**config.mk**
```make
export PLATFORM = sky130hd
export DESIGN_NAME = absorb_load_stage
export DESIGN_NICKNAME = d
export VERILOG_FILES = /design/src/rtl/absorb_load_stage.sv
export SDC_FILE = /design/constraint.sdc
export NUM_CORES = 2
export LEC_CHECK = 0
export ABC_CLOCK_PERIOD_IN_PS = 4000
export CAP_MARGIN = 15
export CORE_AREA = 5 5 593 595
export CTS_BUF_LIST = sky130_fd_sc_hd__clkbuf_4
export CTS_CLUSTER_SIZE = 40
export DETAILED_ROUTE_END_ITERATION = 6
export DIE_AREA = 0 0 598 600
export GPL_TIMING_DRIVEN = 0
export PLACE_DENSITY = 0.35
export REMOVE_ABC_BUFFERS = 1
export SYNTH_ARGS = -nofsm -noshare
export SYNTH_HDL_FRONTEND = slang
export SYNTH_SLANG_ARGS = --single-unit
```
**constraint.sdc**
```tcl
create_clock -name clk -period 4 [get_ports clk]
set_clock_uncertainty 0.05 [all_clocks]
set_input_delay 1 -clock clk [delete_from_list [all_inputs] [get_ports clk]]
set_output_delay 1 -clock clk [all_outputs]
set_load 0.05 [all_outputs]
```
**src/rtl/absorb_load_stage.sv**
```systemverilog
// SHAKE absorb front end: packs the w-bit message stream into rate-sized blocks,
// applies SHAKE padding, and hands each block to the permute stage via set/clear flags.
// Optional build macro: ABSORB_LOAD_BYTE_SWAP_EN (big-endian word input).

package keccak_pkg;
  localparam int w             = 64;
  localparam int RATE_SHAKE128 = 1344;
  localparam int RATE_SHAKE256 = 1088;
endpackage

module absorb_load_stage
  import keccak_pkg::*;
(
  input  logic                     clk,
  input  logic                     rst,
  input  logic                     start,
  input  logic [31:0]              input_size,
  input  logic [31:0]              output_size_in,
  input  logic [1:0]               operation_mode_in,
  input  logic [w-1:0]             data_in,
  input  logic                     valid_in,
  output logic                     ready_out,
  output logic [RATE_SHAKE128-1:0] rate_output,
  output logic [31:0]              output_size,
  output logic [1:0]               operation_mode,
  output logic                     input_buffer_ready,
  output logic                     last_block_in_buffer,
  input  logic                     input_buffer_ready_clr,
  input  logic                     last_block_in_buffer_clr
);

  typedef enum logic [1:0] {IDLE, LOAD, PAD, HANDOFF} state_t;

  localparam int RW128 = RATE_SHAKE128 / w;
  localparam int RW256 = RATE_SHAKE256 / w;
  localparam logic [RATE_SHAKE128-1:0] PAD_DOMAIN = RATE_SHAKE128'(8'h1F);
  localparam logic [RATE_SHAKE128-1:0] PAD_FINAL  = RATE_SHAKE128'(8'h80);

  state_t      state;
  logic [4:0]  word_cnt;
  logic [31:0] bytes_left;
  logic [7:0]  pad_pos;
  logic        pad_pending;
  logic        is_last;

  logic [4:0]               rw_last;
  logic [7:0]               last_byte;
  logic [w-1:0]             word_in;
  logic [w-1:0]             word_masked;
  logic [3:0]               take;
  logic                     accept;
  logic                     last_slot;
  logic                     ends_in_block;
  logic [RATE_SHAKE128-1:0] pad_vec;

  // NOTE: every always_comb output gets a default first so no path can infer a latch.
  always_comb begin
    rw_last     = (operation_mode == 2'b01) ? 5'(RW256 - 1) : 5'(RW128 - 1);
    last_byte   = (operation_mode == 2'b01) ? 8'(RW256 * 8 - 1) : 8'(RW128 * 8 - 1);
    word_in     = '0;
    word_masked = '0;
`ifdef ABSORB_LOAD_BYTE_SWAP_EN
    for (int i = 0; i < 8; i++) word_in[8*i +: 8] = data_in[8*(7-i) +: 8];
`else
    word_in = data_in;
`endif
    for (int i = 0; i < 8; i++)
      word_masked[8*i +: 8] = (32'(i) < bytes_left) ? word_in[8*i +: 8] : 8'h00;
    take          = (bytes_left < 32'd8) ? bytes_left[3:0] : 4'd8;
    accept        = valid_in & ready_out;
    last_slot     = (word_cnt == rw_last);
    // The message ends here and still leaves at least one free byte for the padding.
    ends_in_block = (bytes_left <= 32'd8) && !(last_slot && take == 4'd8);
    pad_vec       = (PAD_DOMAIN << {pad_pos, 3'b000}) ^ (PAD_FINAL << {last_byte, 3'b000});
  end

  always_ff @(posedge clk) begin
    // NOTE: the wide block buffer is reset too, because its reset value is visible on rate_output.
    if (!rst) begin
      state                <= IDLE;
      ready_out            <= 1'b0;
      rate_output          <= '0;
      output_size          <= '0;
      operation_mode       <= '0;
      input_buffer_ready   <= 1'b0;
      last_block_in_buffer <= 1'b0;
      word_cnt             <= '0;
      bytes_left           <= '0;
      pad_pos              <= '0;
      pad_pending          <= 1'b0;
      is_last              <= 1'b0;
    end else begin
      // NOTE: clears are scheduled first; a later non-blocking set in this block wins.
      if (input_buffer_ready_clr)   input_buffer_ready   <= 1'b0;
      if (last_block_in_buffer_clr) last_block_in_buffer <= 1'b0;

      case (state)
        IDLE: begin
          if (start) begin
            output_size    <= output_size_in;
            operation_mode <= operation_mode_in;
            bytes_left     <= input_size;
            word_cnt       <= '0;
            pad_pos        <= '0;
            rate_output    <= '0;
            if (input_size == 32'd0) begin
              state <= PAD;
            end else begin
              state     <= LOAD;
              ready_out <= 1'b1;
            end
          end
        end

        LOAD: begin
          if (accept) begin
            rate_output[{word_cnt, 6'b000000} +: w] <= word_masked;
            bytes_left <= bytes_left - {28'd0, take};
            word_cnt   <= word_cnt + 5'd1;
            if (ends_in_block) begin
              pad_pos   <= {word_cnt, 3'b000} + {4'd0, take};
              state     <= PAD;
              ready_out <= 1'b0;
            end else if (last_slot) begin
              input_buffer_ready <= 1'b1;
              pad_pending        <= (bytes_left <= 32'd8);
              state              <= HANDOFF;
              ready_out          <= 1'b0;
            end
          end
        end

        PAD: begin
          rate_output          <= rate_output ^ pad_vec;
          input_buffer_ready   <= 1'b1;
          last_block_in_buffer <= 1'b1;
          is_last              <= 1'b1;
          state                <= HANDOFF;
        end

        HANDOFF: begin
          if (!input_buffer_ready) begin
            if (is_last) begin
              is_last <= 1'b0;
              state   <= IDLE;
            end else begin
              rate_output <= '0;
              word_cnt    <= '0;
              pad_pos     <= '0;
              if (pad_pending) begin
                state <= PAD;
              end else begin
                state     <= LOAD;
                ready_out <= 1'b1;
              end
            end
          end
        end

        default: state <= IDLE;
      endcase
    end
  end

endmodule

```
# Yosys cells after proc, flatten, opt, wreduce, memory -nomap -nowiden
# Cells that the tools add are included.
[word_totals] ff_bits=1430 latchBits=0 ram_bits=0 mem_bits_ro=0 n_memories=0
[classes] add_sub_neg=4 n_mul=0 div_mod_pow=0 n_lt_le_gt_ge=10 eq_ne=14 shifts=4 n_mux=58 n_bitwise=4 n_reduce_logical=18
[ops] op="$mux W1344" n=4
[ops] op="$pmux W1344 S4" n=1
[ops] op="$xor A1344 B1344 Y1344" n=2
[ops] op="$bwmux W1344" n=1
[ops] op="$shift A64 B13 Y1344 const A" n=1
[ops] op="$shiftx A64 B13 Y1344" n=1
[ops] op="$shl A5 B11 Y1344 const A" n=1
[ops] op="$shl A8 B11 Y1344 const A" n=1
[ops] op="$lt A3 B32 Y1 const A" n=4
[ops] op="$mux W8" n=13
[ops] op="$lt A1 B32 Y1 const A" n=2
[ops] op="$lt A2 B32 Y1 const A" n=2
[ops] op="$mux W32" n=2
[ops] op="$pmux W32 S2" n=1
[ops] op="$le A32 B4 Y1 const B" n=1
[ops] op="$logic_not A32 Y1" n=1
[ops] op="$lt A32 B4 Y1 const B" n=1
[ops] op="$sub A32 B4 Y32" n=1
[ops] op="$pmux W8 S3" n=1
[ops] op="$mux W5" n=4
[ops] op="$mux W2" n=8
[ops] op="$mux W1" n=15
[ops] op="$pmux W5 S3" n=1
[ops] op="$ne A2 B2 Y1 const B" n=7
[ops] op="27 further kinds" n=36

# Depth between registers and ports, before layout
[depth] depth_word=9 ltp_mapped=14 ltp_nobuf=11

# Worst setup path before layout
# No wires, ideal clock.
[synth_path] path_type="input to register" startpoint="input port rst" endpoint="register rate_output[663]" setup_time_ns=0.060 t_arrival_ns=3.018 t_required_ns=3.890 slack_ns=0.871 path_stages=7 path_buffers=3 cell_sequence="clkbuf_1 and2_1 nand4_1 clkbuf_1 nor4_1 clkbuf_1 a22o_1"
[synth_rtl] element="from (decl)" line_no="15" source="input logic rst,"
[synth_rtl] element="to (signal, indexed assignment)" line_no="117" source="rate_output[{word_cnt, 6'b000000} +: w] <= word_masked;"
[synth_rtl] element="to (signal assigned)" line_no="134" source="rate_output <= rate_output ^ pad_vec;"
[synth_rtl] element="to (decl)" line_no="23" source="output logic [RATE_SHAKE128-1:0] rate_output,"

# Final worst setup path
[layout_path] startpoint="register state[0]" endpoint="register rate_output[1215]"
[layout_between] elab_chain_cells=3
[layout_rtl] element="from (decl)" line_no="39" source="state_t state;"
[layout_rtl] element="from (signal assigned)" line_no="80" source="state <= IDLE;"
[layout_rtl] element="from (signal assigned)" line_no="107" source="state <= PAD;"
[layout_rtl] element="from (signal assigned)" line_no="109" source="state <= LOAD;"
[layout_rtl] element="$eq A2 B1 Y1 (tied with other cells)" line_no="97" source="case (state)"
[layout_rtl] element="$ne A2 B2 Y1 (no source line)"
[layout_rtl] element="$reduce_and A4 Y1 (no source line)"
# Several ways; a longest one is shown, not always the timed one.
# A chain may end at the register's enable or synchronous reset.

==> qor.txt <==
Result of the run - complete, no violations
DR vias - 73595
Flop pwr share - 31.2%
Gate Count Post-Synth - 7469
GRT Total Usage - 28.6%
Final setup vio count - 0
Tmin final - 3.98 ns
FFs w/ async S/R, synth - 0%
WL/cell - 38.1 um
Synth unique cells - 92
NetSw - 21.0 mW
Post-synth top area cell - dfxtp_1
Layout area overhead - 48.3%
Slew Viols, Final - 0
Die width - 598 um
CTS tree - yes
Register bit total from synthesis - 1430
Leakage power - 35.5 nW
Largest cells by area after synthesis - dfxtp_1 44%, a22oi_1 5.6%, nand2_1 5.0%, xnor2_1 4.7%, a21oi_1 4.4%
DRT iter0 DRCs - 6230
Avg Cell Area, Syn - 8.76 um^2
Worst EP required - 5.31 ns
Primary FF master, synth - dfxtp_1
Depth of the CTS H-tree - 5
HP Class - primary input to flop
Register-to-register setup slack - 0.02 ns
RSZ-0062 raised after global routing - no
Worst Setup Start Kind - flop
Vias in the first global route - 71649
Final wirelength - 540000 um
CP Max Fanout - 8
Nets@finish - 9378
Detailed Place HPWL - 419000 um
Post-synth EDFFs - 0
Core Footprint - 345000 um^2
Via/cell ratio - 5.20
Largest net degree at the start of global routing - 118
Fmax achieved - 251 MHz
Worst R2R End - rate_output[1215]$_SDFFE_PN0P_
Pwr dens - 491 nW/um^2
Max rail drop VDD - 0.000379 V
Hold EP - bytes_left[31]$_SDFFE_PN0P_
DRT Pass-1 Iters - 6
Crit end category - flop
Yosys warns - 0
Initial antenna violation count - 55
I/O Buffers - 1516
Clock-pin slew on the worst setup and hold paths - 0.07 ns
Clock power share - 32.7%
Max-cap violations - 0
Layout cells sized above 1 - 15.2%
Reg2Reg Depth - 11
Hold depth - 3
Worst skew pair latency - 1.46 ns
# rows - 216
Power, Total - 47.6 mW
Sw Share - 44.2%
Hold path start - input_size[31]
Die area - 359000 um^2
Critical Path AT - 5.29 ns
Clock Tree Buf Depth - 4
Hold WS - 0.180 ns
Post-synthesis sequential area ratio - 43.8%
Top-level port count - 1517
Worst slew pin tran - 1.33 ns
DRC viols - 0
Height of the die - 600 um
Post-synth top cells - 1430 x dfxtp_1, 878 x nand2_1, 617 x clkbuf_1, 578 x a21oi_1, 491 x a22oi_1
P_int - 26.5 mW
Initial Utilization - 18.9%
Final ANT Viol Nets - 0
Synthesized cell area - 65400 um^2
Slew headroom - 10.8%
Area share of the largest cell type after synthesis - 43.8%
R2R Path Start - state[0]$_SDFFE_PN0P_
Sink Count - 1430
Period utilisation layout - 99.5%
Comb pwr share - 36.2%
Count leader, synth - dfxtp_1
CTS root buf - clkbuf_4
Gp weighted congestion - 0.850
Num CTS Buffers - 457
First-pass GRT wire length - 698000 um
Final hold viol count - 0
Total gr overflow - 0
Setup CP Type - flop to flop
[layer usage]
layer / part of all wire (%) / GRT usage [%] / vias up / wire length (um)
met2: 47 / 47.9 / 3672 / 253000
met1: 37 / 32.0 / 36960 / 202000
li1: - / - / 31898 / -
met5: 0.047 / 0 / - / 253
met4: 7.5 / 17.8 / 40 / 40400
met3: 8.1 / 8.23 / 1025 / 43800
[metrics by stage]
step	worst slack [ns]	std cells	utilization [%]	setup TNS (ns)	instance area [um^2]
2_1_floorplan	-23.46	6785	-	-	62800
3_3_place_gp	-55.93	12879	24.2	-	83700
3_5_place_dp	-1.72	13240	26.2	-922.39	90300
4_1_cts	0.000214	14139	28.0	0	96800
5_1_grt	0.00615	14152	28.1	0	97000
6_report	0.0187	14161	28.1	0	97000
[cell type report]
cell class / count / area (um^2)
well taps: 4578 / 5730
inverters: 19 / 85.1
clock inverters: 118 / 618
clock buffers: 676 / 5070
diodes: 19 / 47.5
flip-flops and latches: 1430 / 28600
fillers: 36933 / 248000
multi-input cells: 5338 / 35600
repair buffers: 1983 / 21200
[state kept, by name, summed over array words and instances, names as in the netlist]
register	cells
last_block_in_buffer	1
pad_pending	1
ready_out	1
is_last	1
word_cnt	5
input_buffer_ready	1
operation_mode	2
state	2
rate_output	1344
output_size	32
bytes_left	32
pad_pos	8
[power groups by stage]
stage	Combinational (mW)	Clock (mW)	Sequential [mW]
final	17.2	15.5	14.8
after global routing	17.8	16.8	14.9
after CTS	17.2	16.1	14.8
after detailed placement	16.5	0	15.1
after global placement	11.3	0	15.1
after floorplan	5.64	0	15.4
[cell usage in the layout, fill, tap and decap left out, types with 22 or more instances in the layout]
master           Yosys  routed
a2bb2oi_1           22      22
o21a_1              25      23
clkbuf_4             0     676
a21oi_1            578     567
nor3_1              97      75
xor2_1             134     134
o22ai_1             78      78
a221o_1             91      91
a21o_1              77      76
o211ai_1            31      31
dfxtp_1           1430    1421
mux2i_1             35      34
nand4_1             64      64
and2_1              63      55
nand3_1            146     137
a32oi_1             73      73
nor4_1              46      24
nand2_1            878     855
a211oi_1           259     258
nand2b_1            25      23
dlygate4sd2_1        0     405
nor2_1             457     421
buf_8                0      72
clkdlybuf4s50_1      0    1074
xnor2_1            349     349
buf_6                3      63
a22o_1             255     255
buf_12               0      59
o221ai_1            80      79
clkinv_1             0      83
dlygate4sd3_1        0      40
buf_4                1     159
a32o_1             108     108
o21ai_0            327     315
a22oi_1            491     491
buf_16               0      72
o2bb2ai_1           84      84
a31oi_1             64      53
and3_1              32      29
[worst max-delay path by stage]
stage | from | end | slack (ns) | cells after the start
3_3_place_gp | rst | rate_output[128]$_SDFFE_PN0P_ | -55.93 | 6
6_report | state[0]$_SDFFE_PN0P_ | rate_output[1215]$_SDFFE_PN0P_ | 0.02 | 11
3_5_place_dp | start | rate_output[140]$_SDFFE_PN0P_ | -1.72 | 12
4_1_cts | rate_output[228]$_SDFFE_PN0P_ | rate_output[228] | 0.0002 | 1
2_1_floorplan | rst | rate_output[472]$_SDFFE_PN0P_ | -23.46 | 5
5_1_grt | word_cnt[2]$_SDFFE_PN0P_ | rate_output[625]$_SDFFE_PN0P_ | 0.006 | 6
[cell families (layout without fill, tap and decap cells)]
| logic type | count (synthesis) | in the layout | share of synthesized area, % |
|---|---|---|---|
| AO/OA/AOI/OAI | 2838 | 2838 | 31.2 |
| AND/OR/NAND/NOR | 1954 | 1956 | 13.5 |
| flip-flops | 1430 | 1430 | 43.8 |
| buffers and inverters | 703 | 2796 | 4.11 |
| XOR/XNOR | 483 | 483 | 6.47 |
| multiplexers | 47 | 47 | 0.742 |
| adder cells (fa/ha/maj) | 13 | 13 | 0.249 |
| other | 1 | 20 | 0.00573 |
[critical path: stages (launching register included)]
cell and delay (ns):
dfxtp_2 0.39, inv_1 0.13, ha_4 0.33, and2_1 0.42, nand4_1 0.58, buf_8 0.38
nor4_4 0.60, buf_4 0.31, buf_4 0.22, buf_4 0.22, a22oi_1 0.11, nor2_1 0.13
[what timing repair did]
item,CTS,global route
gates cloned,2,0
hold buffers,40,0
endpoints found under the setup margin,1662,199
pin swaps,25,0
endpoints found under the hold margin,72,0
buffers inserted,63,2
gates resized for setup,532,27
No activity file was read; power rests on OpenSTA's default activity.
